[config.mk]
export PLATFORM = sky130hd
export DESIGN_NAME = pulse_monitor
export DESIGN_NICKNAME = d
export VERILOG_FILES = /design/src/rtl/qam16_timing_pkg.sv /design/src/rtl/sat_counter.sv /design/src/rtl/pulse_monitor.sv
export SDC_FILE = /design/constraint.sdc
export NUM_CORES = 1
export LEC_CHECK = 0
export ABC_AREA = 1
export CELL_PAD_IN_SITES_DETAIL_PLACEMENT = 0
export CELL_PAD_IN_SITES_GLOBAL_PLACEMENT = 1
export CORE_ASPECT_RATIO = 0.8
export CORE_UTILIZATION = 43
export DETAILED_ROUTE_END_ITERATION = 10
export GPL_TIMING_DRIVEN = 0
export PLACE_DENSITY_LB_ADDON = 0.1
export SYNTH_ARGS = -nofsm -noshare
export SYNTH_HDL_FRONTEND = slang
export SYNTH_HIERARCHICAL = 1
export SYNTH_SLANG_ARGS = --single-unit
[constraint.sdc]
create_clock -name clk -period 4.1 [get_ports clk]
set_clock_uncertainty 0.15 [all_clocks]
set_input_delay 1.23 -clock clk [delete_from_list [all_inputs] [get_ports clk]]
set_output_delay 1.23 -clock clk [all_outputs]
set_load 0.03 [all_outputs]
[src/rtl/qam16_timing_pkg.sv]
// Shared timing definitions for the qam_16 strobe supervision logic.
// Holds the monitor FSM encoding and the default strobe period.
package qam16_timing_pkg;

  typedef enum logic [1:0] {
    StIdle    = 2'd0,
    StAcquire = 2'd1,
    StLocked  = 2'd2,
    StLost    = 2'd3
  } mon_state_e;

  localparam int unsigned DefaultNominalPeriod = 50_000_000;

endpackage

[src/rtl/sat_counter.sv]
// Up-counter that sticks at all-ones; synchronous active-low reset and clear.
module sat_counter #(
  parameter int unsigned Width = 8
) (
  input  logic             clk_i,
  input  logic             rst_ni,
  input  logic             clr_i,
  input  logic             inc_i,
  output logic [Width-1:0] count_o
);

  logic [Width-1:0] count_d, count_q;

  always_comb begin
    count_d = count_q;
    if (clr_i) begin
      count_d = '0;
    end else if (inc_i && (count_q != '1)) begin
      count_d = count_q + Width'(1);
    end
  end

  always_ff @(posedge clk_i) begin
    if (!rst_ni) begin
      count_q <= '0;
    end else begin
      count_q <= count_d;
    end
  end

  assign count_o = count_q;

endmodule

[src/rtl/pulse_monitor.sv]
// Measures the spacing of a periodic one-cycle strobe, flags early and missing
// strobes, and declares lock after LOCK_COUNT consecutive in-window periods.
module pulse_monitor
  import qam16_timing_pkg::*;
#(
  parameter int unsigned NOMINAL_PERIOD = DefaultNominalPeriod,
  parameter int unsigned TOLERANCE      = 1_000,
  parameter int unsigned LOCK_COUNT     = 4,
  parameter int unsigned CNT_W          = 32,
  parameter int unsigned ERR_W          = 16
) (
  input  logic             clk,
  input  logic             rst_n,
  input  logic             pulse_in,
  input  logic             clear,
  output logic [CNT_W-1:0] period_out,
  output logic             period_valid,
  output logic             pulse_early,
  output logic             pulse_missing,
  output logic             locked,
  output logic [ERR_W-1:0] err_count
);

  localparam int unsigned GoodW = $clog2(LOCK_COUNT + 1);
  // cnt value at which the period would overrun the window
  localparam logic [CNT_W-1:0] TimeoutCnt = CNT_W'(NOMINAL_PERIOD + TOLERANCE);
  // cnt below this means P = cnt+1 < NOM-TOL
  localparam logic [CNT_W-1:0] EarlyCnt   = CNT_W'(NOMINAL_PERIOD - TOLERANCE - 1);
  localparam logic [GoodW-1:0] GoodLast   = GoodW'(LOCK_COUNT - 1);

  mon_state_e       state_d, state_q;
  logic [CNT_W-1:0] cnt_d, cnt_q;
  logic [CNT_W-1:0] period_d, period_q;
  logic             valid_d, valid_q;
  logic             early_d, early_q;
  logic             missing_d, missing_q;
  logic             locked_d, locked_q;
  logic             good_inc, good_clr, err_inc;
  logic [GoodW-1:0] good_cnt;

  always_comb begin
    state_d   = state_q;
    cnt_d     = (cnt_q == '1) ? cnt_q : cnt_q + CNT_W'(1);
    period_d  = period_q;
    valid_d   = 1'b0;
    early_d   = 1'b0;
    missing_d = 1'b0;
    good_inc  = 1'b0;
    good_clr  = 1'b0;

    unique case (state_q)
      StIdle, StLost: begin
        if (pulse_in) begin
          state_d = StAcquire;
          cnt_d   = '0;
        end
      end
      StAcquire, StLocked: begin
        if (cnt_q == TimeoutCnt) begin
          // Timeout beats a coincident strobe, which becomes the new reference.
          missing_d = 1'b1;
          good_clr  = 1'b1;
          if (pulse_in) begin
            state_d = StAcquire;
            cnt_d   = '0;
          end else begin
            state_d = StLost;
          end
        end else if (pulse_in) begin
          cnt_d    = '0;
          valid_d  = 1'b1;
          period_d = cnt_q + CNT_W'(1);
          if (cnt_q < EarlyCnt) begin
            early_d  = 1'b1;
            good_clr = 1'b1;
            state_d  = StAcquire;
          end else if (state_q == StAcquire) begin
            good_inc = 1'b1;
            if (good_cnt == GoodLast) state_d = StLocked;
          end
        end
      end
      default: ;
    endcase

    if (clear) begin
      state_d   = StIdle;
      cnt_d     = '0;
      period_d  = '0;
      valid_d   = 1'b0;
      early_d   = 1'b0;
      missing_d = 1'b0;
      good_inc  = 1'b0;
    end

    locked_d = (state_d == StLocked);
    err_inc  = early_d | missing_d;
  end

  always_ff @(posedge clk) begin
    if (!rst_n) begin
      state_q   <= StIdle;
      cnt_q     <= '0;
      period_q  <= '0;
      valid_q   <= 1'b0;
      early_q   <= 1'b0;
      missing_q <= 1'b0;
      locked_q  <= 1'b0;
    end else begin
      state_q   <= state_d;
      cnt_q     <= cnt_d;
      period_q  <= period_d;
      valid_q   <= valid_d;
      early_q   <= early_d;
      missing_q <= missing_d;
      locked_q  <= locked_d;
    end
  end

  sat_counter #(
    .Width (GoodW)
  ) u_good_cnt (
    .clk_i   (clk),
    .rst_ni  (rst_n),
    .clr_i   (good_clr | clear),
    .inc_i   (good_inc),
    .count_o (good_cnt)
  );

  sat_counter #(
    .Width (ERR_W)
  ) u_err_cnt (
    .clk_i   (clk),
    .rst_ni  (rst_n),
    .clr_i   (clear),
    .inc_i   (err_inc),
    .count_o (err_count)
  );

  assign period_out    = period_q;
  assign period_valid  = valid_q;
  assign pulse_early   = early_q;
  assign pulse_missing = missing_q;
  assign locked        = locked_q;

endmodule

### Yosys cells after proc, flatten, opt, wreduce, memory -nomap -nowiden

Cells that the tools add are included.

| storage, ports and cells | value |
|---|---|
| logic and storage cells | 67 |
| register bits | 89 |

| operators by class | value |
|---|---|
| equality and inequality tests | 10 |
| reduce and logical (&&, ||, !) cells | 10 |
| mux-type cells | 29 |
| $add $sub $neg | 3 |
| $lt $le $gt $ge | 1 |
| bitwise gates (word level) | 5 |

Operators with widths:

| cell | count |
|---|---|
| 32-bit two-way mux | 3 |
| 32-bit by 1-bit adder with 32-bit output, second input constant | 1 |
| 32-bit by 26-bit equality test with 1-bit output, second input constant | 1 |
| 32-bit equality test, second input constant | 1 |
| 32-bit by 26-bit < comparator with 1-bit output, second input constant | 1 |
| 1-bit two-way mux | 17 |
| 16-bit by 1-bit adder with 16-bit output, second input constant | 1 |
| 2-bit two-way mux | 8 |
| 16-bit inequality test, second input constant | 1 |
| 2-bit OR reduction | 4 |
| 4-bit OR reduction | 2 |
| 2-bit equality test, second input constant | 3 |
| 3-bit inequality test, second input constant | 2 |
| 2-bit one-hot mux with 2 select lines | 1 |
| 3-bit by 1-bit adder with 3-bit output, second input constant | 1 |
| 3-bit by 2-bit equality test with 1-bit output, second input constant | 1 |
| 1-bit NOT | 3 |
| 3-bit AND reduction | 1 |
| 2-bit by 1-bit equality test with 1-bit output, second input constant | 1 |
| 1-bit logical AND | 2 |
| 2-bit logical NOT | 1 |
| 1-bit bitwise OR | 2 |

### Logic depth before layout (Yosys ltp)

Gate-level depths: netlist (run 1).

| depth | value |
|---|---|
| word-level depth | 9 |
| gate-level depth with buffers | 19 |
| mapped depth without buffers | 19 |

### Hierarchy

Netlist (run 1), hierarchy kept.

By module, submodules not included:

| module | sequential area each (um2) | times used | area each (um2) | cells each |
|---|---|---|---|---|
| pulse_monitor | 1401.3 | 1 | 3875.0 | 565 |
| sat_counter (u_err_cnt) | 320.3 | 1 | 910.9 | 153 |
| sat_counter (u_good_cnt) | 60.1 | 1 | 162.7 | 24 |

### Least setup slack after synthesis (run 1)

Ideal clock, no wire load.

| timing | value |
|---|---|
| path type | input port to flip-flop |
| start | input pulse_in |
| end | register u_err_cnt.count_q[8], in the netlist u_err_cnt/count_o[8] |
| stages | 13 |
| path slack | 1.546 ns |
| setup time | 0.114 ns |
| arrival | 2.291 ns |
| path through | nand3_1 -> nand2_1 -> nand2_1 -> nor2_1 -> nand2_1 -> inv_1 -> nand2_1 -> inv_1 -> nand2_1 -> nor2_1 -> nand2_1 -> nand2_1 -> nor2_1 |

| between the ends | value |
|---|---|
| cells in the longest elaborated chain, start to end | 6 |

Ends and longest elaborated chain:

| item | RTL line | text |
|---|---|---|
| start: declaration | pulse_monitor.sv:14 | `input logic pulse_in,` |
| 1-bit two-way mux | pulse_monitor.sv:69 | `end else if (pulse_in) begin` |
| 1-bit two-way mux | pulse_monitor.sv:59 | `if (cnt_q == TimeoutCnt) begin` |
| 1-bit two-way mux | pulse_monitor.sv:51 | `unique case (state_q)` |
| 1-bit two-way mux | pulse_monitor.sv:86 | `if (clear) begin` |
| 1-bit bitwise OR | pulse_monitor.sv:97 | `err_inc = early_d \| missing_d;` |
| via err_inc | pulse_monitor.sv:38 | `logic good_inc, good_clr, err_inc;` |
| 1-bit logical AND | sat_counter.sv:18 | `end else if (inc_i && (count_q != '1)) begin` |
| end signal: assignment | sat_counter.sv:27 | `count_q <= count_d;` |
| end: declaration | sat_counter.sv:12 | `logic [Width-1:0] count_d, count_q;` |

The timed path passes the listed nets, and every way through them passes these cells.
A chain may end at the register's enable or synchronous reset.

### Worst setup path after layout (run 1)

Ends and elaborated chain as after synthesis.

==> impl_metrics.csv, run 1 <==
group,metric,value,unit
outcome,outcome,"completed",
sta,max_slew.worst_pin.slew,0.748,ns
route,dr_total_vias,4857,
setup_path,critPathKind,"in -> reg",
die,initial_utilization,44.9,%
setup_path,critical_path.max_fanout,5,
min_path,min_to,"period_out[13]",
finish,fill_cells,1117,
pwr,irDropWorstVdd,215,uV
logic_synthesis,synthDominantCellAreaShare,36.0,%
finish,utilization,54.6,%
sta,tns,0,ns
sta,hold_viol_final,0,
finish,final_common_cell,"nand2_1",
global_routing,grt_usage,25.9,%
global_routing,grt_max_degree,15,
logic_synthesis,synthFlopType,"dfxtp_1",
place,dp_slack,0.484,ns
sta,fmax,305,MHz
min_path,min_from,"period_out[13]",
global_routing,grt-ovfl-total,0,
finish,drive_gt1_share,11.6,%
finish,n_antenna_cell,0,
sta,slew_viol_final,0,
logic_synthesis,yosys.area.top_type,"dfxtp_1",
setup_path,worstPathRequired,4.19,ns
logic_synthesis,ys_ff_latch,89,
route,route.detailed.drc,0,
route,avgRoutedWirePerCell,15.1,microns
die,die_width,122,microns
sta,relSlewSlack,50.2,%
min_path,hold_path.class,"reg -> reg",
sta,period_minus_slack,3.28,ns
global_routing,antenna_found_initial,0,
setup_path,rrSetupSlack,1.21,ns
setup_path,r2r_start,"cnt_q[0]",
logic_synthesis,yosysWarnings,6,
pwr,p_leak,2.20,nW
setup_path,cp-start-kind,"input pin",
clocking,ctsHoldBuffers,0,
logic_synthesis,synth.distinct_cells,35,
logic_synthesis,synth_edf_count,0,
finish,fin_nets,821,
die,dieHeight,98.0,microns
route,drt_iter0_markers,362,
setup_path,r2r_end,"u_err_cnt/count_o[8]",
logic_synthesis,async_flop_share,0,%
setup_path,r2r_cells,19,
clocking,cts_setup_buffers,0,
job,cap_violations,0,
logic_synthesis,synth_cells,742,
clocking,cts_buffers,9,
pwr,power.density,315,nW/um^2
clocking,ctsResizeCount,0,
clocking,cts_root_buf,"clkbuf_16",
die,io_pins,56,
place,place_congestion,1.00,
sta,holdWs,0.318,ns
finish,area_growth,21.5,%
route,final_antenna_net_count,0,
logic_synthesis,netlist_area,4950,sq um
clocking,clock_latency,0.34,ns
route,drt_wl_total,14.4,mm
global_routing,grt_pass1_vias,4515,
place,dpl.hpwl,11.3,mm
setup_path,arrival,3.37,ns
logic_synthesis,netlist_top_cells_area,"dfxtp_1 (36%), nand2_1 (16%), nor2_1 (7.5%), inv_1 (5.9%), a21oi_1 (5.9%)",
clocking,clk_path_buf_depth,2,
global_routing,grt_first_pass_wirelength,23.6,mm
clocking,h-tree-depth,3,
die,dieArea,11900,sq um
die,core,11000,sq um
place,io_buffers,55,
die,row_count,34,
route,via_per_inst,5.08,
clocking,clkSinkCount,89,
sta,fin_ws,0.817,ns
min_path,hold-path-cell-count,2,
logic_synthesis,syn_nets,755,
logic_synthesis,postSynthAreaPerCell,6.67,sq um
sta,rsz0062_at_grt,"no",
finish,layout_common_cells,"nand2_1 (210), nor2_1 (99), dfxtp_1 (89)",
logic_synthesis,yosysSeqAreaShare,36.0,%
sta,timing.final.crit_share,80.1,%
sta,setup_violations,0,
clocking,cts_tree,"yes",
setup_path,end_kind,"register",
clocking,path_clk_slew,0.06,ns
route,first_pass_iters,5,
## metrics by stage
| stage | instances | power, W | instance area (sq um) |
|---|---|---|---|
| 2_1_floorplan | 742 | 0.000960 | 4950 |
| 3_3_place_gp | 941 | 0.000995 | 5680 |
| 3_5_place_dp | 941 | 0.000995 | 5680 |
| 4_1_cts | 957 | 0.00191 | 6010 |
| 5_1_grt | 957 | 0.00196 | 6010 |
| 6_report | 957 | 0.00189 | 6010 |
## worst max-delay path by stage
stage	to	slack, ns	startpoint
4_1_cts	u_err_cnt/count_o[8]	0.85	pulse_in
2_1_floorplan	u_err_cnt/count_o[8]	1.55	pulse_in
6_report	u_err_cnt/count_o[8]	0.82	pulse_in
3_5_place_dp	u_err_cnt/count_o[8]	0.48	pulse_in
5_1_grt	u_err_cnt/count_o[8]	0.61	pulse_in
3_3_place_gp	u_err_cnt/count_o[8]	0.50	pulse_in
## report_power, final
part / switching [W] / internal, W
logic: 0.0000728 / 0.0000315
registers: 0.00000341 / 0.000869
clock network: 0.000349 / 0.000568
total: 0.000425 / 0.00147
## Yosys cell counts, types with 2 or more instances
library cell    n
nand2_2        17
o21ai_0         5
buf_6           6
nand4_1        12
nand3_2         3
nand3b_1        3
buf_1           3
ha_1            9
o21ai_1         5
nand3_1        49
inv_1          78
dfxtp_1        89
a21oi_1        58
or2_1           2
buf_2           5
nor2_1         99
nor2_4          4
nor2_2          8
clkbuf_1        6
nand2_1       210
a21oi_2        21
xor2_1         14
inv_2           7
nor3_1         18
## routing by layer
| layer | vias up | share of wire, % | global-route usage, % |
|---|---|---|---|
| li1 | 2475 | - | - |
| met1 | 2234 | 53 | 40.3 |
| met2 | 133 | 40 | 34.9 |
| met3 | 15 | 5.9 | 5.43 |
| met4 | 0 | 1.5 | 7.12 |
| met5 | - | 0 | 0 |
## logic make-up (layout without fill, tap and decap cells)
group	Yosys count	in the layout	synth area share, %
xor+xnor	15	15	2.65
compound gates	90	90	10.7
buf+inv	109	180	10.0
flops	89	89	36.0
fa+ha+maj	9	9	2.28
simple gates	430	430	38.3
## flip-flops by register name, summed over array words and instances (netlist names)
signal	flops
cnt_q	32
locked	1
period_out	32
period_valid	1
pulse_early	1
pulse_missing	1
state_q	2
u_err_cnt/count_o	16
u_good_cnt/count_o	3
## worst max-delay path, stage by stage
cell,delay [ns]
clkdlybuf4s50_1,0.59
nand3_1,0.19
nand2_1,0.10
nand2_1,0.07
nor2_1,0.35
nand2_1,0.12
inv_1,0.11
nand2_1,0.13
inv_1,0.12
nand2_1,0.05
nor2_1,0.15
nand2_1,0.07
nand2_1,0.06
nor2_1,0.04
## final cells by class
| type | instances | area (sq um) | area share (%) |
|---|---|---|---|
| sequential | 89 | 1780 | 29.6 |
| multi-input combinational | 544 | 2670 | 44.4 |
| clock buffer | 12 | 256 | 4.27 |
| timing repair buffer | 55 | 551 | 9.16 |
| buffer | 23 | 169 | 2.81 |
| clock inverter | 4 | 75.1 | 1.25 |
| tap | 144 | 180 | 3.00 |
| inverter | 86 | 328 | 5.45 |
(Power assumes the default switching activity.)
==> inputs of run 2 (changes only) <==
--- a/config.mk
+++ b/config.mk
@@ -9,7 +9,7 @@
 export CELL_PAD_IN_SITES_DETAIL_PLACEMENT = 0
 export CELL_PAD_IN_SITES_GLOBAL_PLACEMENT = 1
 export CORE_ASPECT_RATIO = 0.8
-export CORE_UTILIZATION = 43
+export CORE_UTILIZATION = 36
 export DETAILED_ROUTE_END_ITERATION = 10
 export GPL_TIMING_DRIVEN = 0
 export PLACE_DENSITY_LB_ADDON = 0.1
==> constraint.sdc (replaced) <==
create_clock -name clk -period 2.9 [get_ports clk]
set_clock_uncertainty 0.15 [all_clocks]
set_input_delay 0.87 -clock clk [delete_from_list [all_inputs] [get_ports clk]]
set_output_delay 0.87 -clock clk [all_outputs]
set_load 0.03 [all_outputs]
==> run 2 against run 1 <==
Compared with the run above: global-route usage fell by 3.6 points; largest cell class unchanged; non-clock buffer count did not move; sequential share of layout area fell by 0.15 points; critical path depth rose by 5; sequential cell count did not move; design area rose by 0.52%; sequential power rose by 41%; highest routed layer unchanged; register-to-register slack got worse by 0.94 ns.
==> impl_metrics.csv, run 2 (synthesis results as in run 1) <==
group,metric,value,unit
pwr,p_switching,0.000612,W
sta,setup_violations,0,
die,dieHeight,107,microns
sta,period_minus_slack,2.63,ns
die,die_width,133,microns
setup_path,critPathKind,"reg -> reg",
pwr,p_clk_share,46.3,%
finish,fin_area,6040,sq um
route,final_antenna_net_count,0,
place,dpl.hpwl,11.8,mm
sta,rsz0062_at_grt,"no",
finish,drive_gt1_share,12.1,%
clocking,cts_buffers,9,
pwr,seq_power_share,47.8,%
clocking,cts_root_buf,"clkbuf_16",
outcome,outcome,"completed",
clocking,cts_setup_buffers,0,
finish,n_antenna_cell,0,
global_routing,grt-ovfl-total,0,
global_routing,grt_first_pass_wirelength,23.9,mm
finish,layout.cells.non_filler,988,
pwr,p_int,0.00197,W
global_routing,grt_max_degree,15,
setup_path,path_cells,"ha_2, nand2_1, nand2_1, nand3_1, nand2_1, nand3_1, nand3_2, nand2_1, nand2_1, nor2_4, nand2_1, inv_1, nand2_1, inv_1, nand2_1, nor2_2, nand2_1, nand2_1, nor2_1",
place,post_dp_cell_area,5720,sq um
route,first_pass_iters,5,
place,dp_slack,-0.403,ns
route,via_per_inst,4.88,
setup_path,cp-start-kind,"register",
route,drt_wl_total,15.0,mm
finish,fin_nets,821,
setup_path,critical_path.max_fanout,5,
job,cap_violations,0,
pwr,pwr-share-comb,5.8,%
setup_path,cp_top_family,"simple AND/OR/NAND/NOR gates",
pwr,p_leak,2.20,nW
sta,timing.final.crit_share,90.5,%
global_routing,antenna_found_initial,0,
setup_path,worstPathRequired,3.00,ns
die,dieArea,14200,sq um
route,route.detailed.drc,0,
sta,fmax,381,MHz
finish,area_growth,22.1,%
setup_path,end_kind,"register",
route,drt_iter0_markers,406,
sta,fin_ws,0.275,ns
route,dr_total_vias,4822,
setup_path,cp_common_cell,"nand2_1",
sta,hold_viol_final,0,
clocking,cts_tree,"yes",
clocking,h-tree-depth,3,
finish,final_common_cell,"nand2_1",
clocking,clock_latency,0.35,ns
pwr,power,0.00258,W
place,numPlacedInstances,972,
die,row_count,37,
die,initial_utilization,37.6,%
clocking,clkSinkCount,89,
setup_path,cp_slowest_cell,"dfxtp_1",
setup_path,arrival,2.73,ns
pwr,power.density,427,nW/um^2
setup_path,slowest_delay,0.36,ns
pwr,irDropWorstVdd,329,uV
sta,max_slew.worst_pin.slew,0.771,ns
setup_path,path_buf_inv,2,
sta,relSlewSlack,48.6,%
clocking,clk_path_buf_depth,2,
sta,slew_viol_final,0,
die,core,13100,sq um
clocking,ctsHoldBuffers,0,
place,io_buffers,55,
global_routing,grt_usage,22.3,%
finish,layout_common_cells,"nand2_1 (210), nor2_1 (97), dfxtp_1 (89)",
pwr,swShare,23.7,%
finish,fill_cells,1408,
die,io_pins,56,
global_routing,grt_pass1_vias,4423,
place,place_congestion,0.898,
min_path,hold_path.class,"reg -> reg",
clocking,path_clk_slew,0.06,ns
route,avgRoutedWirePerCell,15.2,microns
## run 2: routing by layer
layer	vias up	global-route usage (%)	share of wire, %
li1	2467	-	-
met1	2196	34.2	52
met2	150	30.9	39
met3	9	5.01	7.3
met4	0	5.17	1.0
met5	-	0	0
## run 2: final timing paths
check / startpoint / slack, ns / cells past startpoint / end
max: cnt_q[0] / 0.27 / 19 / u_err_cnt/count_o[8]
min: period_out[7] / 0.31 / 2 / period_out[7]
min reg2reg: period_out[7] / 0.31 / 2 / period_out[7]
max reg2reg: cnt_q[0] / 0.27 / 19 / u_err_cnt/count_o[8]
## run 2: worst min-delay path: cells and delay by family, from the launching register on
kind	cells	cell delay, ns
AOI/OAI and AO/OA	1	0.05
DFF	1	0.31
and+or+nand+nor	1	0.06
## run 2: through the flow
step	util [%]	TNS, ns	hold WS (ns)
5_1_grt	46.0	0	0.338
3_5_place_dp	43.5	-2.48	0.306
3_3_place_gp	43.5	-2.07	0.306
4_1_cts	45.8	0	0.316
2_1_floorplan	-	0	0.332
6_report	46.0	0	0.315
## run 2: area by class of cell
cell class / count / area, sq um / area share [%]
timing repair buffer: 55 / 553 / 9.15
multi-input combinational: 544 / 2690 / 44.6
clock buffer: 12 / 246 / 4.08
inverter: 86 / 328 / 5.43
buffer: 23 / 169 / 2.80
clock inverter: 4 / 52.6 / 0.870
sequential: 89 / 1780 / 29.5
tap: 175 / 219 / 3.62
## run 2: power by group through the flow
stage / clock network [W] / logic (W) / registers, W
CTS: 0.00123 / 0.000150 / 0.00123
floorplan: 0 / 0.0000897 / 0.00127
global placement: 0 / 0.000149 / 0.00126
detailed placement: 0 / 0.000149 / 0.00126
finish: 0.00120 / 0.000150 / 0.00123
global route: 0.00128 / 0.000166 / 0.00123
## run 2: what timing repair did
action,CTS,global route
setup endpoints to repair,1,4
pin swaps,0,1
gates resized for setup,1,6
